### src/rtl/component_credit_fifo.sv
// component_credit_fifo
//   Output buffer behind a fixed-latency delay line that cannot stall. Items
//   are stored in a circular buffer and handed to the consumer through a
//   valid/ready handshake. A credit counter gates upstream issue so that
//   every item launched into the delay line already has a slot reserved.
//
// Ports
//   clk, rst      clock (rising edge), asynchronous active-high reset
//   issue_valid   upstream wants to launch an item this cycle
//   issue_ready   a credit is free; issue accepted on issue_valid && issue_ready
//   in_valid      delay-line output carries an item this cycle
//   in_data       delay-line output data
//   out_valid     buffer non-empty
//   out_ready     consumer takes the head entry
//   out_data      head entry (zero while empty)
//   count         entries stored
//   credits       free credits
//   overflow      sticky: an item arrived while full with no pop
module component_credit_fifo #(
    parameter int WIDTH   = 8,
    parameter int DEPTH   = 8,
    parameter int LATENCY = 4
) (
    input  logic                       clk,
    input  logic                       rst,
    input  logic                       issue_valid,
    output logic                       issue_ready,
    input  logic                       in_valid,
    input  logic [WIDTH-1:0]           in_data,
    output logic                       out_valid,
    input  logic                       out_ready,
    output logic [WIDTH-1:0]           out_data,
    output logic [$clog2(DEPTH+1)-1:0] count,
    output logic [$clog2(DEPTH+1)-1:0] credits,
    output logic                       overflow
);

    localparam int CW = $clog2(DEPTH + 1);
    localparam int PW = $clog2(DEPTH);

    // LATENCY only describes the upstream delay line; it is checked here so
    // a nonsensical configuration fails at elaboration.
    if (DEPTH < 2 || LATENCY < 1) begin : g_bad_param
        $error("component_credit_fifo: DEPTH must be >= 2 and LATENCY >= 1");
    end

    logic [WIDTH-1:0] mem [DEPTH];
    logic [PW-1:0]    rd_ptr;
    logic [PW-1:0]    wr_ptr;
    logic             full;
    logic             pop;
    logic             push;
    logic             issue_acc;
    logic [CW-1:0]    credits_next;

    assign full        = (count == CW'(DEPTH));
    assign out_valid   = (count != '0);
    assign pop         = out_valid && out_ready;
    // A full buffer can still take an item when the head leaves this cycle.
    assign push        = in_valid && (!full || pop);
    assign issue_ready = (credits != '0);
    assign issue_acc   = issue_valid && issue_ready;
    assign out_data    = out_valid ? mem[rd_ptr] : '0;

    // Saturating at DEPTH matters only when items arrive without a credit
    // (overflow condition); normal flow never reaches the bound.
    always_comb begin
        credits_next = credits;
        if (issue_acc && !pop) begin
            credits_next = credits - 1'b1;
        end else if (pop && !issue_acc && credits != CW'(DEPTH)) begin
            credits_next = credits + 1'b1;
        end
    end

    always_ff @(posedge clk or posedge rst) begin
        if (rst) begin
            rd_ptr   <= '0;
            wr_ptr   <= '0;
            count    <= '0;
            credits  <= CW'(DEPTH);
            overflow <= 1'b0;
        end else begin
            credits <= credits_next;
            if (push) begin
                wr_ptr <= (wr_ptr == PW'(DEPTH - 1)) ? '0 : wr_ptr + 1'b1;
            end
            if (pop) begin
                rd_ptr <= (rd_ptr == PW'(DEPTH - 1)) ? '0 : rd_ptr + 1'b1;
            end
            if (push && !pop) begin
                count <= count + 1'b1;
            end else if (pop && !push) begin
                count <= count - 1'b1;
            end
            if (in_valid && full && !pop) begin
                overflow <= 1'b1;
            end
        end
    end

    // Storage is deliberately not reset.
    always_ff @(posedge clk) begin
        if (push && !rst) begin
            mem[wr_ptr] <= in_data;
        end
    end

endmodule

### config.mk
export PLATFORM = sky130hd
export DESIGN_NAME = component_credit_fifo
export DESIGN_NICKNAME = d
export VERILOG_FILES = /design/src/rtl/component_credit_fifo.sv
export SDC_FILE = /design/constraint.sdc
export NUM_CORES = 1
export LEC_CHECK = 0
export CORE_ASPECT_RATIO = 1.25
export CORE_MARGIN = 1
export CORE_UTILIZATION = 45
export DETAILED_ROUTE_END_ITERATION = 12
export PLACE_DENSITY = 0.65
export SLEW_MARGIN = 5
export SYNTH_ARGS = -nofsm -noshare
export SYNTH_HDL_FRONTEND = slang
export SYNTH_SLANG_ARGS = --single-unit
export TNS_END_PERCENT = 20
### constraint.sdc
create_clock -name clk -period 3.46 [get_ports clk]
set_clock_uncertainty 0.2 [all_clocks]
set_input_delay 0.692 -clock clk [delete_from_list [all_inputs] [get_ports clk]]
set_output_delay 0.692 -clock clk [all_outputs]
set_load 0.02 [all_outputs]
* Word level (Yosys, flattened, before mapping)
Memory sizes are Yosys's and may differ from the RTL's.
Index checks and enable logic that the tools add are counted.
** Operators by class
- Add/sub/neg operators :: 6
- Eq/ne operators :: 4
- Muxes and demuxes :: 9
- Reductions and logical operators :: 21
** Operators with widths (count)
- 2-to-1 mux 4 bit :: 4
- logical AND 1 bit :: 11
- adder 4 x 1 -> 4 bit, second input constant :: 2
- 2-to-1 mux 8 bit :: 1
- nonzero test 4 bit :: 2
- subtractor 4 x 1 -> 4 bit, second input constant :: 2
- adder 3 x 1 -> 3 bit, second input constant :: 2
- equality test 3 bit, second input constant :: 2
- 2-to-1 mux 3 bit :: 2
- zero test 1 bit :: 5
- equality test 4 bit, second input constant :: 1
- != test 4 bit, second input constant :: 1
- nonzero test 2 bit :: 2
- 2-to-1 mux 1 bit :: 2
- logical OR 1 bit :: 1
** Word-level totals
- Register bits :: 15
- RAM bits :: 64
- Memories kept :: 1
** Memories
- mem :: depth 8, bits a word 8, read ports 1, clocked after Yosys merged registers in 0, write ports 1, line 47 : logic [WIDTH-1:0] mem [DEPTH];

* Depth between registers and ports, before layout
- Depth in word-level cells :: 8
- Depth in mapped cells :: 10
- Gate-level depth less buffers :: 10

* Worst setup path before layout
OpenSTA, ideal clock, no wires.
- Path kind :: input to register
- Start :: input out_ready
- End :: register count[3]
- Library setup time :: 0.133 ns
- Arrival :: 2.540 ns
- Data required time :: 3.127 ns
- Path slack :: 0.587 ns
- Stages :: 10
- Buffers on the path :: 0
- Cells stage by stage :: nand2b_1 o41ai_4 inv_1 ha_1 inv_1 ha_1 a21o_1 a21oi_1 mux2i_1 xnor2_1
** Between the ends
- Word-level cells in the longest chain between the ends :: 6
- Elaborated cells on any way between the ends :: 9
** RTL lines
- from (decl) :: line 31 : input logic out_ready,
- logical AND 1 bit (*) :: line 58 : assign pop = out_valid && out_ready;
- logical OR 1 bit :: line 60 : assign push = in_valid && (!full || pop);
- logical AND 1 bit :: line 60
- zero test 1 bit :: line 93 : end else if (pop && !push) begin
- logical AND 1 bit :: line 93
- nonzero test 2 bit (no line)
- to (signal assigned) :: line 92 : count <= count + 1'b1;
- to (signal assigned) :: line 94 : count <= count - 1'b1;
- to (decl) :: line 33 : output logic [$clog2(DEPTH+1)-1:0] count,
Mark *: on every way between the ends. The rest lies on a longest branch, timed or not.
A chain may end at the register's enable or synchronous reset.

* Worst setup path after layout
- Start :: register rd_ptr[1]
- End :: output out_data[2]
** Between the ends
- Word-level cells in the longest chain between the ends :: 2
** RTL lines
- from (decl) :: line 48 : logic [PW-1:0] rd_ptr;
- from (signal assigned) :: line 89 : rd_ptr <= (rd_ptr == PW'(DEPTH - 1)) ? '0 : rd_ptr + 1'b1;
- memory (8 x 8 bit)
- 2-to-1 mux 8 bit :: line 63 : assign out_data = out_valid ? mem[rd_ptr] : '0;
- to (decl) :: line 32 : output logic [WIDTH-1:0] out_data,
No other way between the ends.

==> metrics.yaml <==
routing:
  wirelength_mm: 5.96
  drt-pass1-iter-count: 4
  vias: 1870
  drc: 0
  drt_first_iter_violations: 98
  postRouteAntennaNets: 0
  drt-vias-per-instance: 5.42
  wire_per_inst_um: 17.3
grt:
  grt_pass1_wl_mm: 9.76
  grt_pass1_vias: 1932
  grt_overflow: 0
  grt_max_degree: 19
  grt.total_usage: 0.173
  grt_antenna_before_repair: 0
power_and_ir_drop:
  p_comb_frac: 0.377
  p_sw_frac: 0.334
  p_int_uw: 2380
  power_frac_seq: 0.395
  finalPower_uw: 3570
  power_leakage_uw: 0.00150
  clkPwrFrac: 0.228
  p_sw_uw: 1190
  p_per_area_mw_per_mm2: 858
  irDropWorstVdd_mv: 0.527
timing:
  fin_crit_ns: 3.27
  period_share: 0.945
  relSlewSlack: 0.445
  worst_pin_slew_ns: 0.829
  rsz0062_at_grt: "false"
  setup-tns-final_ns: 0
  hold_violations: 0
  whs_ns: 0.277
  finalSetupViolCount: 0
  maxSlewViolCount: 0
  fmax_mhz: 306
die:
  rows: 35
  start_util: 0.465
  core_mm2: 0.00740
  dieArea_mm2: 0.00800
  dieWidth_um: 80.2
  ioPinCount: 32
  die_y_um: 99.7
layout:
  antennaDiodeCount: 0
  nets: 272
  instances_no_fill: 345
  area_growth_pct: 21.1
  seq_area_mm2: 0.00230
  fill_cells: 583
  layout-drive-gt1-share: 0.217
  multi_input_area_mm2: 0.00108
job:
  max_cap_violations: 0
clock_network:
  cts_buffers: 9
  cts_hold_repair.buffers: 0
  post_cts_buffers: 0
  root_buffer: "clkbuf_8"
  h-tree-depth: 3
  clockBufferDepth: 2
  cts_resized: 0
  cts_tree: "built"
  clkLatencyLatePin_ns: 0.35
  clk_pin_slew_ns: 0.08
  clock-sinks: 79
placement:
  place.gp.congestion: 0.768
  io_buffers: 31
  dp_cells: 329
  dp_hpwl_mm: 3.88
critical_path:
  crit_type: "flip-flop to output pin"
  r2r-start: "count[1]"
  r2r_end: "credits[3]"
  cp-start-kind: "flip-flop"
  cp.arrival_ns: 2.38
  critPathMaxFanout: 18
  cp-end-kind: "output pin"
  rrSetupSlack_ns: 0.70
  critPathRequiredTime_ns: 2.57
  r2r_cells: 8
logic_synthesis:
  syn_inst: 204
  ys.warnings.count: 0
  syn_area_mm2: 0.00344
  ys_types: 37
  synth_seq_area_share: 0.668
  avgSynthCellArea_um2: 16.9
  syn_nets: 228
  synth_seq_cells: 79
worst_hold_path:
  hp-class: "flip-flop to flip-flop"
  whs_path_depth: 1
  min_from: "overflow"
  min_to: "overflow"
outcome:
  status: "completed"
-- metrics by stage --
stage	area [um^2]	utilization	setup WS [ns]
after detailed placement	3920	0.530	0.212
after global routing	4160	0.563	0.00494
final	4160	0.563	0.189
after floorplan	3440	-	0.587
after global placement	3920	0.530	0.281
after CTS	4160	0.563	0.124
-- synthesized netlist by cell type --
library cell   n  area share
nand3_1        4      0.0058
a21oi_4        1      0.0047
mux2i_1        9       0.026
edfxtp_1      64        0.56
nor4b_1        1      0.0025
inv_2          2      0.0022
or4_1          1      0.0022
dfrtp_1       14        0.10
clkbuf_1       1      0.0011
buf_4          2      0.0044
buf_1          1      0.0011
o211ai_1       1      0.0022
nand2b_1       2      0.0036
nor3_1         6      0.0087
dfstp_2        1      0.0076
o21ai_0        3      0.0044
ha_1           9       0.033
nand4_1        1      0.0018
mux4_2        16        0.10
a211o_1        1      0.0025
nor4_2         1      0.0036
fa_1           2       0.012
a21o_1         4      0.0087
nand3_2        1      0.0029
o21ai_1        2      0.0029
mux2_2         3      0.0098
a21oi_1        2      0.0029
inv_1          6      0.0065
nor4_1         2      0.0036
xor2_1         2      0.0051
o41ai_2        1      0.0047
buf_2          4      0.0058
or4_4          1      0.0033
o41ai_4        1      0.0080
nor2_1        16       0.017
nand2_1       12       0.013
xnor2_1        4       0.010
-- worst max path at each step --
stage / from / to / slack [ns] / depth (start not counted)
final: rd_ptr[1] / out_data[2] / 0.19 / 4
after global routing: rd_ptr[1] / out_data[2] / 0.005 / 4
after CTS: rd_ptr[1] / out_data[2] / 0.12 / 4
after detailed placement: out_ready / count[3] / 0.21 / 11
after global placement: out_ready / count[3] / 0.28 / 11
after floorplan: out_ready / count[3] / 0.59 / 10
-- flip-flops by register name (all words and copies together) (netlist names) --
signal and flops:
mem 64, count 4, rd_ptr 3, overflow 1
credits 4, wr_ptr 3
-- worst max-delay path, cell delays in order, from the launching register on --
cell	delay, ns
dfrtp_1	0.87
mux4_2	0.41
mux2i_1	0.17
nor2_1	0.05
clkdlybuf4s50_1	0.53
-- kinds of logic (layout without fill, tap and decap cells) --
logic type      after synthesis  in the layout  synth area share
flops                        79             79             0.668
simple gates                 48             48            0.0688
mux                          28             28             0.141
compound gates               16             16            0.0411
buf+inv                      16             65            0.0211
fa+ha+maj                    11             11            0.0444
xor+xnor                      6              6            0.0153
-- power by group through the flow --
stage	logic, uW	registers [uW]	clock network, uW
2_1_floorplan	904	1370	0
3_3_place_gp	1330	1430	0
3_5_place_dp	1360	1440	0
4_1_cts	1370	1420	838
5_1_grt	1480	1440	873
6_report	1340	1410	815
-- routing by layer --
metal  up-vias  global-route usage  part of all wire
li1        873                   -                 -
met1       950               0.213              0.44
met2        38               0.283              0.51
met3         9              0.0413             0.031
met4         0              0.0838             0.018
met5         -                   0                 0
-- layout make-up --
class,count,share of cell area
multi-input combinational,109,0.259
clock buffer,9,0.0297
inverter,8,0.00721
tap,92,0.0276
clock inverter,7,0.0285
sequential,79,0.552
timing repair buffer,41,0.0956
-- placed cells by master, fill, tap and decap left out, types with 3 or more instances in the layout --
| cell type | synthesis | final |
|---|---|---|
| edfxtp_1 | 64 | 64 |
| clkdlybuf4s50_1 | 0 | 31 |
| mux4_2 | 16 | 16 |
| nor2_1 | 16 | 16 |
| dfrtp_1 | 14 | 14 |
| nand2_1 | 12 | 12 |
| mux2i_1 | 9 | 9 |
| ha_1 | 9 | 9 |
| clkbuf_8 | 0 | 9 |
| buf_4 | 2 | 9 |
| nor3_1 | 6 | 6 |
| inv_1 | 6 | 6 |
| xnor2_1 | 4 | 4 |
| a21o_1 | 4 | 4 |
| nand3_1 | 4 | 4 |
| mux2_2 | 3 | 3 |
| o21ai_0 | 3 | 3 |
| bufinv_16 | 0 | 3 |
Note: power is estimated with default switching activity, not from simulation.
